===== src/rtl/vme_master_seq_pkg.sv =====
// ============================================================================
// Module : vme_master_seq_pkg
// Brief  : Shared FSM encoding, command-word bit positions and VME defaults.
// Rev    : 1.0
// ============================================================================
`default_nettype none

package vme_master_seq_pkg;

    typedef enum logic [2:0] {
        ST_IDLE     = 3'd0,
        ST_ADDR     = 3'd1,
        ST_STROBE   = 3'd2,
        ST_WAIT_ACK = 3'd3,
        ST_RELEASE  = 3'd4,
        ST_DONE     = 3'd5
    } state_t;

    localparam int         RW_BIT          = 25;
    localparam int         ADDR_MSB        = 23;
    localparam logic [5:0] AM_CODE_DEFAULT = 6'h39;

    // Bits needed to hold 0..limit without wrapping.
    function automatic int cnt_width(input int limit);
        return (limit < 2) ? 1 : $clog2(limit + 1);
    endfunction

endpackage

`default_nettype wire


===== src/rtl/vme_timeout_cnt.sv =====
// ============================================================================
// Module : vme_timeout_cnt
// Brief  : Clear/enable saturating cycle counter with terminal-count flag.
// Rev    : 1.0
// ============================================================================
`default_nettype none

module vme_timeout_cnt
    import vme_master_seq_pkg::*;
#(
    parameter int LIMIT = 255
) (
    input  logic clk,
    input  logic rstn,
    input  logic i_clr,
    input  logic i_en,
    output logic o_tc
);

    localparam int             W       = cnt_width(LIMIT);
    localparam logic [W-1:0]   C_LIMIT = W'(LIMIT);
    localparam logic [W-1:0]   C_LAST  = W'(LIMIT - 1);

    logic [W-1:0] r_cnt;

    always_ff @(posedge clk) begin
        if (!rstn) begin
            r_cnt <= '0;
        end else if (i_clr) begin
            r_cnt <= '0;
        end else if (i_en && (r_cnt != C_LIMIT)) begin
            r_cnt <= r_cnt + 1'b1;
        end
    end

    // Counter starts at 0 after a clear, so this flags the LIMIT-th enabled cycle.
    assign o_tc = (r_cnt >= C_LAST);

endmodule

`default_nettype wire


===== src/rtl/vme_master_seq.sv =====
// ============================================================================
// Module : vme_master_seq
// Brief  : VME A24/D16 single-transfer bus master sequencer.
// Rev    : 1.0
// ============================================================================
`default_nettype none

module vme_master_seq
    import vme_master_seq_pkg::*;
#(
    parameter int         SETUP_CYC = 2,
    parameter int         TIMEOUT   = 255,
    parameter logic [5:0] AM_CODE   = AM_CODE_DEFAULT
) (
    input  logic        clk,
    input  logic        rstn,
    input  logic        start,
    input  logic [31:0] vme_cmd_reg,
    input  logic [31:0] vme_dat_reg_in,
    output logic        vme_cmd_rd,
    output logic        vme_dat_wr,
    output logic [31:0] vme_dat_reg_out,
    output logic        vme_err,
    output logic [22:0] vme_addr,
    output logic [5:0]  vme_am,
    output logic        vme_as_b,
    output logic        vme_write_b,
    output logic [1:0]  vme_ds_b,
    output logic [15:0] vme_d_out,
    output logic        vme_d_oe,
    input  logic [15:0] vme_d_in,
    input  logic        vme_dtack_b,
    input  logic        vme_berr_b
);

    state_t      r_state;
    state_t      w_state_nxt;
    logic        r_rw;
    logic        w_rw_nxt;
    logic        r_err_flag;
    logic        w_err_nxt;
    logic [15:0] r_rdata;
    logic [15:0] w_rdata_nxt;

    logic        w_accept;
    logic        w_cnt_clr;
    logic        w_setup_en;
    logic        w_setup_tc;
    logic        w_to_en;
    logic        w_to_tc;

    logic        r_dat_wr;
    logic [31:0] r_dat_out;
    logic        r_vme_err;
    logic [22:0] r_addr;
    logic [5:0]  r_am;
    logic        r_as_b;
    logic        r_write_b;
    logic [1:0]  r_ds_b;
    logic [15:0] r_d_out;
    logic        r_d_oe;

    logic        w_unused;
    assign w_unused = ^{vme_cmd_reg[31:26], vme_cmd_reg[24], vme_cmd_reg[0],
                        vme_dat_reg_in[31:16]};

    assign w_accept   = (r_state == ST_IDLE) && start;
    // Every state change restarts both counters so each phase times from zero.
    assign w_cnt_clr  = (w_state_nxt != r_state);
    assign w_setup_en = (r_state == ST_ADDR) || (r_state == ST_STROBE);
    assign w_to_en    = (r_state == ST_WAIT_ACK) || (r_state == ST_RELEASE);

    vme_timeout_cnt #(
        .LIMIT (SETUP_CYC)
    ) u_setup_cnt (
        .clk   (clk),
        .rstn  (rstn),
        .i_clr (w_cnt_clr),
        .i_en  (w_setup_en),
        .o_tc  (w_setup_tc)
    );

    vme_timeout_cnt #(
        .LIMIT (TIMEOUT)
    ) u_timeout_cnt (
        .clk   (clk),
        .rstn  (rstn),
        .i_clr (w_cnt_clr),
        .i_en  (w_to_en),
        .o_tc  (w_to_tc)
    );

    always_ff @(posedge clk) begin
        if (!rstn) begin
            r_state    <= ST_IDLE;
            r_rw       <= 1'b0;
            r_err_flag <= 1'b0;
            r_rdata    <= '0;
        end else begin
            r_state    <= w_state_nxt;
            r_rw       <= w_rw_nxt;
            r_err_flag <= w_err_nxt;
            r_rdata    <= w_rdata_nxt;
        end
    end

    always_comb begin
        w_state_nxt = r_state;
        w_rw_nxt    = r_rw;
        w_err_nxt   = r_err_flag;
        w_rdata_nxt = r_rdata;
        case (r_state)
            ST_IDLE: begin
                if (start) begin
                    w_state_nxt = ST_ADDR;
                    w_rw_nxt    = vme_cmd_reg[RW_BIT];
                    w_err_nxt   = 1'b0;
                    w_rdata_nxt = '0;
                end
            end
            ST_ADDR: begin
                if (w_setup_tc) begin
                    w_state_nxt = ST_STROBE;
                end
            end
            ST_STROBE: begin
                if (w_setup_tc) begin
                    w_state_nxt = ST_WAIT_ACK;
                end
            end
            ST_WAIT_ACK: begin
                // Bus error outranks a simultaneous DTACK; read data stays zero.
                if (!vme_berr_b) begin
                    w_state_nxt = ST_RELEASE;
                    w_err_nxt   = 1'b1;
                    w_rdata_nxt = '0;
                end else if (!vme_dtack_b) begin
                    w_state_nxt = ST_RELEASE;
                    if (r_rw) begin
                        w_rdata_nxt = vme_d_in;
                    end
                end else if (w_to_tc) begin
                    w_state_nxt = ST_RELEASE;
                    w_err_nxt   = 1'b1;
                end
            end
            ST_RELEASE: begin
                if (vme_dtack_b && vme_berr_b) begin
                    w_state_nxt = ST_DONE;
                end else if (w_to_tc) begin
                    w_state_nxt = ST_DONE;
                    w_err_nxt   = 1'b1;
                end
            end
            ST_DONE: begin
                w_state_nxt = ST_IDLE;
            end
            default: begin
                w_state_nxt = ST_IDLE;
            end
        endcase
    end

    // Bus outputs are decoded from the next state so they switch on the same edge as the FSM.
    always_ff @(posedge clk) begin
        if (!rstn) begin
            r_dat_wr  <= 1'b0;
            r_dat_out <= '0;
            r_vme_err <= 1'b0;
            r_addr    <= '0;
            r_am      <= '0;
            r_as_b    <= 1'b1;
            r_write_b <= 1'b1;
            r_ds_b    <= 2'b11;
            r_d_out   <= '0;
            r_d_oe    <= 1'b0;
        end else begin
            if (w_accept) begin
                r_addr  <= vme_cmd_reg[ADDR_MSB:1];
                r_am    <= AM_CODE;
                r_d_out <= vme_dat_reg_in[15:0];
            end
            r_write_b <= (w_state_nxt == ST_IDLE) ? 1'b1 : w_rw_nxt;
            r_as_b    <= !((w_state_nxt == ST_STROBE) || (w_state_nxt == ST_WAIT_ACK));
            r_ds_b    <= (w_state_nxt == ST_WAIT_ACK) ? 2'b00 : 2'b11;
            r_d_oe    <= !w_rw_nxt && ((w_state_nxt == ST_ADDR) ||
                                       (w_state_nxt == ST_STROBE) ||
                                       (w_state_nxt == ST_WAIT_ACK));
            r_dat_wr  <= (w_state_nxt == ST_DONE);
            if (w_state_nxt == ST_DONE) begin
                r_vme_err <= w_err_nxt;
                r_dat_out <= w_err_nxt ? 32'h0 : {16'h0, w_rdata_nxt};
            end
        end
    end

    assign vme_cmd_rd      = (r_state == ST_IDLE);
    assign vme_dat_wr      = r_dat_wr;
    assign vme_dat_reg_out = r_dat_out;
    assign vme_err         = r_vme_err;
    assign vme_addr        = r_addr;
    assign vme_am          = r_am;
    assign vme_as_b        = r_as_b;
    assign vme_write_b     = r_write_b;
    assign vme_ds_b        = r_ds_b;
    assign vme_d_out       = r_d_out;
    assign vme_d_oe        = r_d_oe;

endmodule

`default_nettype wire


===== config.mk =====
export PLATFORM = sky130hd
export DESIGN_NAME = vme_master_seq
export DESIGN_NICKNAME = d
export VERILOG_FILES = /design/src/rtl/vme_master_seq_pkg.sv /design/src/rtl/vme_timeout_cnt.sv /design/src/rtl/vme_master_seq.sv
export SDC_FILE = /design/constraint.sdc
export NUM_CORES = 1
export LEC_CHECK = 0
export CAP_MARGIN = 20
export CORE_MARGIN = 2
export CORE_UTILIZATION = 42
export DETAILED_ROUTE_END_ITERATION = 8
export PLACE_DENSITY_LB_ADDON = 0.15
export SLEW_MARGIN = 20
export SYNTH_ARGS = -nofsm -noshare
export SYNTH_HDL_FRONTEND = slang
export SYNTH_SLANG_ARGS = --single-unit

===== constraint.sdc =====
create_clock -name clk -period 2.3 [get_ports clk]
set_input_delay 0.23 -clock clk [delete_from_list [all_inputs] [get_ports clk]]
set_output_delay 0.23 -clock clk [all_outputs]
set_load 0.01 [all_outputs]

; Word level (Yosys, flattened, before mapping)
; Cells that the tools add are included.
; Widths: inputs -> output; s select.
[totals]
in_bits = 85
ram_bits = 0
register_bits = 110
out_inout_bits = 85
mem_count = 0
romBits = 0
elab_cells = 72
latchBits = 0
[classes]
muxes = 24
shifts = 0
div_mod_pow = 0
addsub = 2
n_eq_ne = 11
n_reduce_logical = 16
bitwise_logic = 1
multipliers = 0
order_cmp = 2
[ops]
columns = op, count
row1 = $mux 16, 5
row2 = $pmux 16 s2, 1
row3 = $mux 3, 8
row4 = $pmux 3 s5, 1
row5 = $eq 3x2->1 const B, 4
row6 = $add 8x1->8 const B, 1
row7 = $ge 8x8->1 const B, 1
row8 = $ne 8x8->1 const B, 1
row9 = $mux 1, 7
row10 = $eq 3x1->1 const B, 2
row11 = $eq 3x3->1 const B, 2
row12 = $logic_not 3->1, 2
row13 = $logic_and 1x1->1, 5
row14 = $logic_or 1x1->1, 5
row15 = $reduce_or 2->1, 2
row16 = $ne 3x3->1, 1
row17 = $pmux 1 s3, 1
row18 = $add 2x1->2 const B, 1
row19 = $ge 2x1->1 const B, 1
row20 = $logic_not 1->1, 2
row21 = $mux 2, 1
row22 = $ne 2x2->1 const B, 1
row23 = $not 1->1, 1

; Longest topological paths before layout
[logic_depth]
ltp_word = 9
depth_mapped = 8
mapped_depth_nobuf = 6

; Cells and area by module
; From an unflattened synthesis, not the netlist that was laid out.
[unflattened]
hier_cells = 420
area_unflattened_um2 = 4125.2
[modules_own_cells]
columns = mod, cells_each, seq_area_each_um2, area_per_inst_um2, n_inst
row1 = vme_master_seq, 354, 1661.6, 3527.1, 1
row2 = vme_timeout_cnt at u_timeout_cnt, 53, 160.2, 475.5, 1
row3 = vme_timeout_cnt at u_setup_cnt, 13, 40.0, 122.6, 1

; Worst setup path before layout
; OpenSTA, ideal clock, no wires.
[synth_timing]
kind = register to register
startpoint = register u_timeout_cnt.r_cnt[0]
endpoint = register r_d_oe (netlist: vme_d_oe)
t_required_ns = 2.182
synth_period_minus_slack_ns = 1.753
arrival_time_ns = 1.636
stages_incl_launch_ff = 7
setup_ns = 0.118
path_slack_ns = 0.547
path_buffers = 0
cell_sequence = dfxtp_1 inv_1 ha_1 o211ai_1 nor3_1 or4_1 o2111a_1
[synth_between]
elab_chain_cells = 9
elab_cells_between_ends = 13
classes_between = order compare: 1 / eq/ne: 3 / mux: 6 / reduce/logical: 3
[synth_rtl]
columns = element, line_no
row1 = start: declaration, vme_timeout_cnt.sv:24  ; logic [W-1:0] r_cnt;
row2 = start signal: assignment, vme_timeout_cnt.sv:32  ; r_cnt <= r_cnt + 1'b1;
row3 = $ge 8x8->1 (*), vme_timeout_cnt.sv:37  ; assign o_tc = (r_cnt >= C_LAST);
row4 = $mux 3, vme_master_seq.sv:142  ; end else if (w_to_tc) begin
row5 = $mux 3, vme_master_seq.sv:137  ; end else if (!vme_dtack_b) begin
row6 = $mux 3, vme_master_seq.sv:133  ; if (!vme_berr_b) begin
row7 = $pmux 3 s5 (*), vme_master_seq.sv:112  ; case (r_state)
row8 = $eq 3x1->1 or $eq 3x2->1 (tied branches), "vme_master_seq.sv:186, vme_master_seq.sv:187"
row9 = $logic_or 1x1->1, vme_master_seq.sv:186  ; r_d_oe <= !w_rw_nxt && ((w_state_nxt == ST_ADDR) ||
row10 = $logic_or 1x1->1 (*), vme_master_seq.sv:187  ; (w_state_nxt == ST_STROBE) ||
row11 = $logic_and 1x1->1 (*), vme_master_seq.sv:186
row12 = end signal: assignment, vme_master_seq.sv:186
row13 = end: declaration, vme_master_seq.sv:61  ; logic r_d_oe;
; Mark *: on every way between the ends. The rest lies on a longest branch, timed or not.
; A chain may end at the register's enable or synchronous reset.

; Worst setup path in the final report
[layout_timing]
startpoint = register r_state[1]
endpoint = register r_dat_out[9] (netlist: vme_dat_reg_out[9])
[layout_between]
elab_chain_cells = 5
elab_cells_between_ends = 18
classes_between = eq/ne: 5 / mux: 12 / reduce/logical: 1
[layout_rtl]
columns = element, line_no
row1 = start: declaration, vme_master_seq.sv:36  ; state_t r_state;
row2 = start signal: assignment, vme_master_seq.sv:100  ; r_state <= w_state_nxt;
row3 = $mux 3, vme_master_seq.sv:142
row4 = $mux 3, vme_master_seq.sv:137
row5 = $mux 3, vme_master_seq.sv:133
row6 = $pmux 3 s5, vme_master_seq.sv:112
row7 = $eq 3x3->1, vme_master_seq.sv:190  ; if (w_state_nxt == ST_DONE) begin
row8 = end signal: assignment, vme_master_seq.sv:192  ; r_dat_out <= w_err_nxt ? 32'h0 : {16'h0, w_rdata_nxt};
row9 = end: declaration, vme_master_seq.sv:53  ; logic [31:0] r_dat_out;
; Parallel ways exist; a longest one is shown, timed or not.

==> impl_metrics.py <==
metrics = {
    "timing": {
        "grt_setup_unrepaired": "false",
        "clock.fmax_mhz": 481,
        "fin_crit_ns": 2.08,
        "worstMarginPinSlew_ns": 0.588,
        "slew_viol_final": 0,
        "finClkSkew_ns": 0.0135,
        "setup_violations": 0,
        "fin_setup_tns_ns": 0,
        "slew-limit-headroom_pct": 60.8,
        "hold_viol": 0,
        "period_share_pct": 90.4,
    },
    "global_routing": {
        "grt_pass1_wl_mm": 15.7,
        "grt_start_max_net_pins": 42,
        "overflow": 0,
        "first_global_vias": 3235,
        "grt_usage_pct": 19.3,
        "grt_antenna_before_repair": 0,
    },
    "clock_network": {
        "cts_max_level": 3,
        "cts_buffer_depth": 2,
        "cts_buffers": 9,
        "root_buffer": "clkbuf_8",
        "cts.sinks": 93,
        "path_clk_slew_ns": 0.10,
        "worstSkewPairLatency_ns": 0.35,
        "tritoncts": "yes",
        "cts_hold_buf": 0,
    },
    "synth": {
        "synth_area_sq_um": 3840,
        "yosys.area_share.xor_xnor_pct": 0.683,
        "yosysWarnings": 0,
        "synth-async-reset-ratio_pct": 0,
        "synth-compound-area-share_pct": 19.3,
        "synth_top_family_by_area": "compound AO/OA/AOI/OAI gates",
        "synth.avg_cell_area_sq_um": 8.80,
        "synth_seq_cells": 93,
        "ys.flop_type": "dfxtp_1",
        "synth-simple-area-share_pct": 19.3,
        "synthMuxAreaShare_pct": 1.30,
        "synthCells": 437,
        "synthAdderAreaFrac_pct": 1.30,
        "yosysSeqAreaShare_pct": 48.4,
        "synth-edff-count": 0,
        "ys_types": 55,
    },
    "pwr": {
        "power.share.sequential_pct": 48.2,
        "combPwrFrac_pct": 20.3,
        "internal_power_mw": 2.65,
        "p_sw_mw": 0.990,
        "p_sw_share_pct": 27.2,
        "power-per-cell-area_nw_per_um2": 679,
        "leakage_nw": 1.96,
        "peakVddDrop_uv": 401,
        "p_clk_share_pct": 31.5,
    },
    "worst_setup_path": {
        "r2r_start": "r_state[1]$_SDFF_PN0_",
        "ff2ff_path_depth": 4,
        "crit_required_ns": 2.56,
        "critPathCapture": "vme_dat_reg_out[9]$_SDFFE_PN0P_",
        "crit_chain": "or3b_2 -> nor2_1 -> nand3_2 -> o32ai_1",
        "cp_max_fo": 13,
        "cp.arrival_ns": 2.34,
        "crit_path_start_kind": "flip-flop",
        "max_stage_delay_ns": 0.59,
        "setup.worst_path.start": "r_state[1]$_SDFF_PN0_",
        "worstSetupEndpointType": "flip-flop",
        "critical_path.slowest_cell": "or3b_2",
        "worstSetupPathType": "flip-flop to flip-flop",
        "r2r_end": "vme_dat_reg_out[9]$_SDFFE_PN0P_",
        "reg2reg_slack_ns": 0.22,
    },
    "outcome": {
        "status": "finished clean",
    },
    "floorplan": {
        "dieArea_sq_um": 9940,
        "start_util_pct": 43.7,
        "rows": 34,
        "dieHeight_um": 99.7,
        "io_pins": 170,
        "die_x_um": 99.7,
        "fp.coreArea_sq_um": 8810,
    },
    "finish": {
        "layout.nets": 642,
        "drive_gt1_share_pct": 7.53,
        "final_common_cell": "clkdlybuf4s50_1",
        "diodes": 0,
        "fill_cells": 802,
        "final_area_sq_um": 5360,
        "final_cells": 666,
        "syn2layout_area_growth_pct": 39.4,
        "final_cell_mix": "127 x clkdlybuf4s50_1, 92 x dfxtp_1, 87 x nand2_1",
    },
    "place": {
        "place_congestion": 0.900,
        "dp_hpwl_mm": 6.93,
        "port_buffers": 127,
        "placed_cells": 650,
        "placed_area_sq_um": 5130,
    },
    "run": {
        "drv_cap": 0,
    },
    "route": {
        "top_layer_used": "met4",
        "antenna_left": 0,
        "drc_errors": 0,
        "wl_met3_um": 662,
        "wl_mm": 9.71,
        "viasPerCell": 5.16,
        "drtIter0Drc": 126,
        "dr_wl_met2_mm": 4.43,
        "met1Wirelength_mm": 4.56,
        "firstDrtPassIters": 4,
        "wl_per_cell_um": 14.6,
        "dr_total_vias": 3436,
    },
    "worst_hold_path": {
        "hold_class": "input port to flip-flop",
    },
}
==> kinds of logic after synthesis <==
kind of cell | Yosys count
xor gates and xnor gates | 3
AOI/OAI and AO/OA | 104
DFF | 93
other | 1
and+or+nand+nor | 156
muxes | 5
adders and majority gates | 4
buffers and inverters | 71
==> power groups by stage <==
stage / Sequential (mW) / Combinational [mW] / Clock (mW)
after detailed placement: 1.79 / 0.738 / 0
after CTS: 1.76 / 0.741 / 1.18
after floorplan: 1.81 / 0.364 / 0
final: 1.76 / 0.738 / 1.15
after global routing: 1.77 / 0.805 / 1.24
after global placement: 1.79 / 0.732 / 0
==> timing repair <==
item | 4_1_cts | 5_1_grt
endpoints found under the setup margin | 0 | 2
gates resized for setup | 0 | 2
setup buffers | 0 | 0
==> registers in the layout (all words and copies together), names as in the netlist, 2 cells and up <==
signal and count:
r_rdata 16, vme_addr 23, u_setup_cnt.r_cnt 2, vme_d_out 16
u_timeout_cnt.r_cnt 8, vme_dat_reg_out 16, r_state 3
==> synth_stat cells, drive strengths merged (2+ instances only) <==
cell | instances | area (sq um)
nor3b | 2 | 26.3
nor2 | 17 | 63.8
nand4 | 4 | 25.0
a32oi | 10 | 87.6
and2 | 8 | 50.1
nand2b | 3 | 18.8
a32o | 12 | 120
nor3 | 12 | 65.1
xnor2 | 3 | 26.3
nor4b | 2 | 17.5
buf | 36 | 239
nand2 | 87 | 327
inv | 18 | 67.6
clkbuf | 17 | 63.8
nand3 | 7 | 40.0
a2111oi | 2 | 18.8
a211oi | 5 | 42.5
o32ai | 11 | 96.3
or4 | 2 | 18.8
a21oi | 43 | 215
dfxtp | 93 | 1860
or3 | 3 | 18.8
ha | 4 | 50.1
o21ai | 8 | 40.0
o211a | 2 | 20.0
nor2b | 2 | 12.5
mux2i | 5 | 50.1
==> worst max-delay path: cells and delay by family, from the launching register on <==
| kind | cells | cell delay (ns) |
|---|---|---|
| AOI/OAI and AO/OA | 1 | 0.35 |
| DFF | 1 | 0.47 |
| and+or+nand+nor | 3 | 1.17 |
==> metrics by stage <==
stage | setup WS [ns] | power, mW | util, % | hold slack (ns)
after floorplan | 0.547 | 2.18 | - | 0.366
after global placement | 0.224 | 2.52 | 58.3 | 0.441
after detailed placement | 0.185 | 2.53 | 58.3 | 0.446
after CTS | 0.171 | 3.67 | 60.8 | 0.410
after global routing | 0.0191 | 3.82 | 60.9 | 0.415
final | 0.221 | 3.64 | 60.9 | 0.423
==> routing by layer <==
metal / track usage [%] / vias up
met4: 4.32 / 0
li1: - / 1717
met3: 4.85 / 6
met1: 26.8 / 1586
met2: 30.4 / 127
met5: 0 / -
==> layout make-up <==
| type | count | area, sq um | share of cell area (%) |
|---|---|---|---|
| inverter | 18 | 67.6 | 1.26 |
| clock buffer | 11 | 151 | 2.82 |
| tap | 108 | 135 | 2.52 |
| timing repair buffer | 141 | 1390 | 25.9 |
| sequential | 93 | 1860 | 34.8 |
| multi-input combinational | 290 | 1690 | 31.5 |
| clock inverter | 5 | 67.6 | 1.26 |
==> worst min-delay path by stage <==
stage / startpoint / to / cells after the start
floorplan: vme_cmd_reg[1] / vme_addr[0]$_SDFFE_PN0P_ / 2
global placement: vme_addr[13]$_SDFFE_PN0P_ / vme_addr[13]$_SDFFE_PN0P_ / 2
detailed placement: vme_addr[2]$_SDFFE_PN0P_ / vme_addr[2]$_SDFFE_PN0P_ / 2
CTS: vme_dat_reg_in[12] / vme_d_out[12]$_SDFFE_PN0P_ / 3
global route: vme_dat_reg_in[4] / vme_d_out[4]$_SDFFE_PN0P_ / 3
finish: vme_dat_reg_in[12] / vme_d_out[12]$_SDFFE_PN0P_ / 3
(Power assumes the default switching activity.)
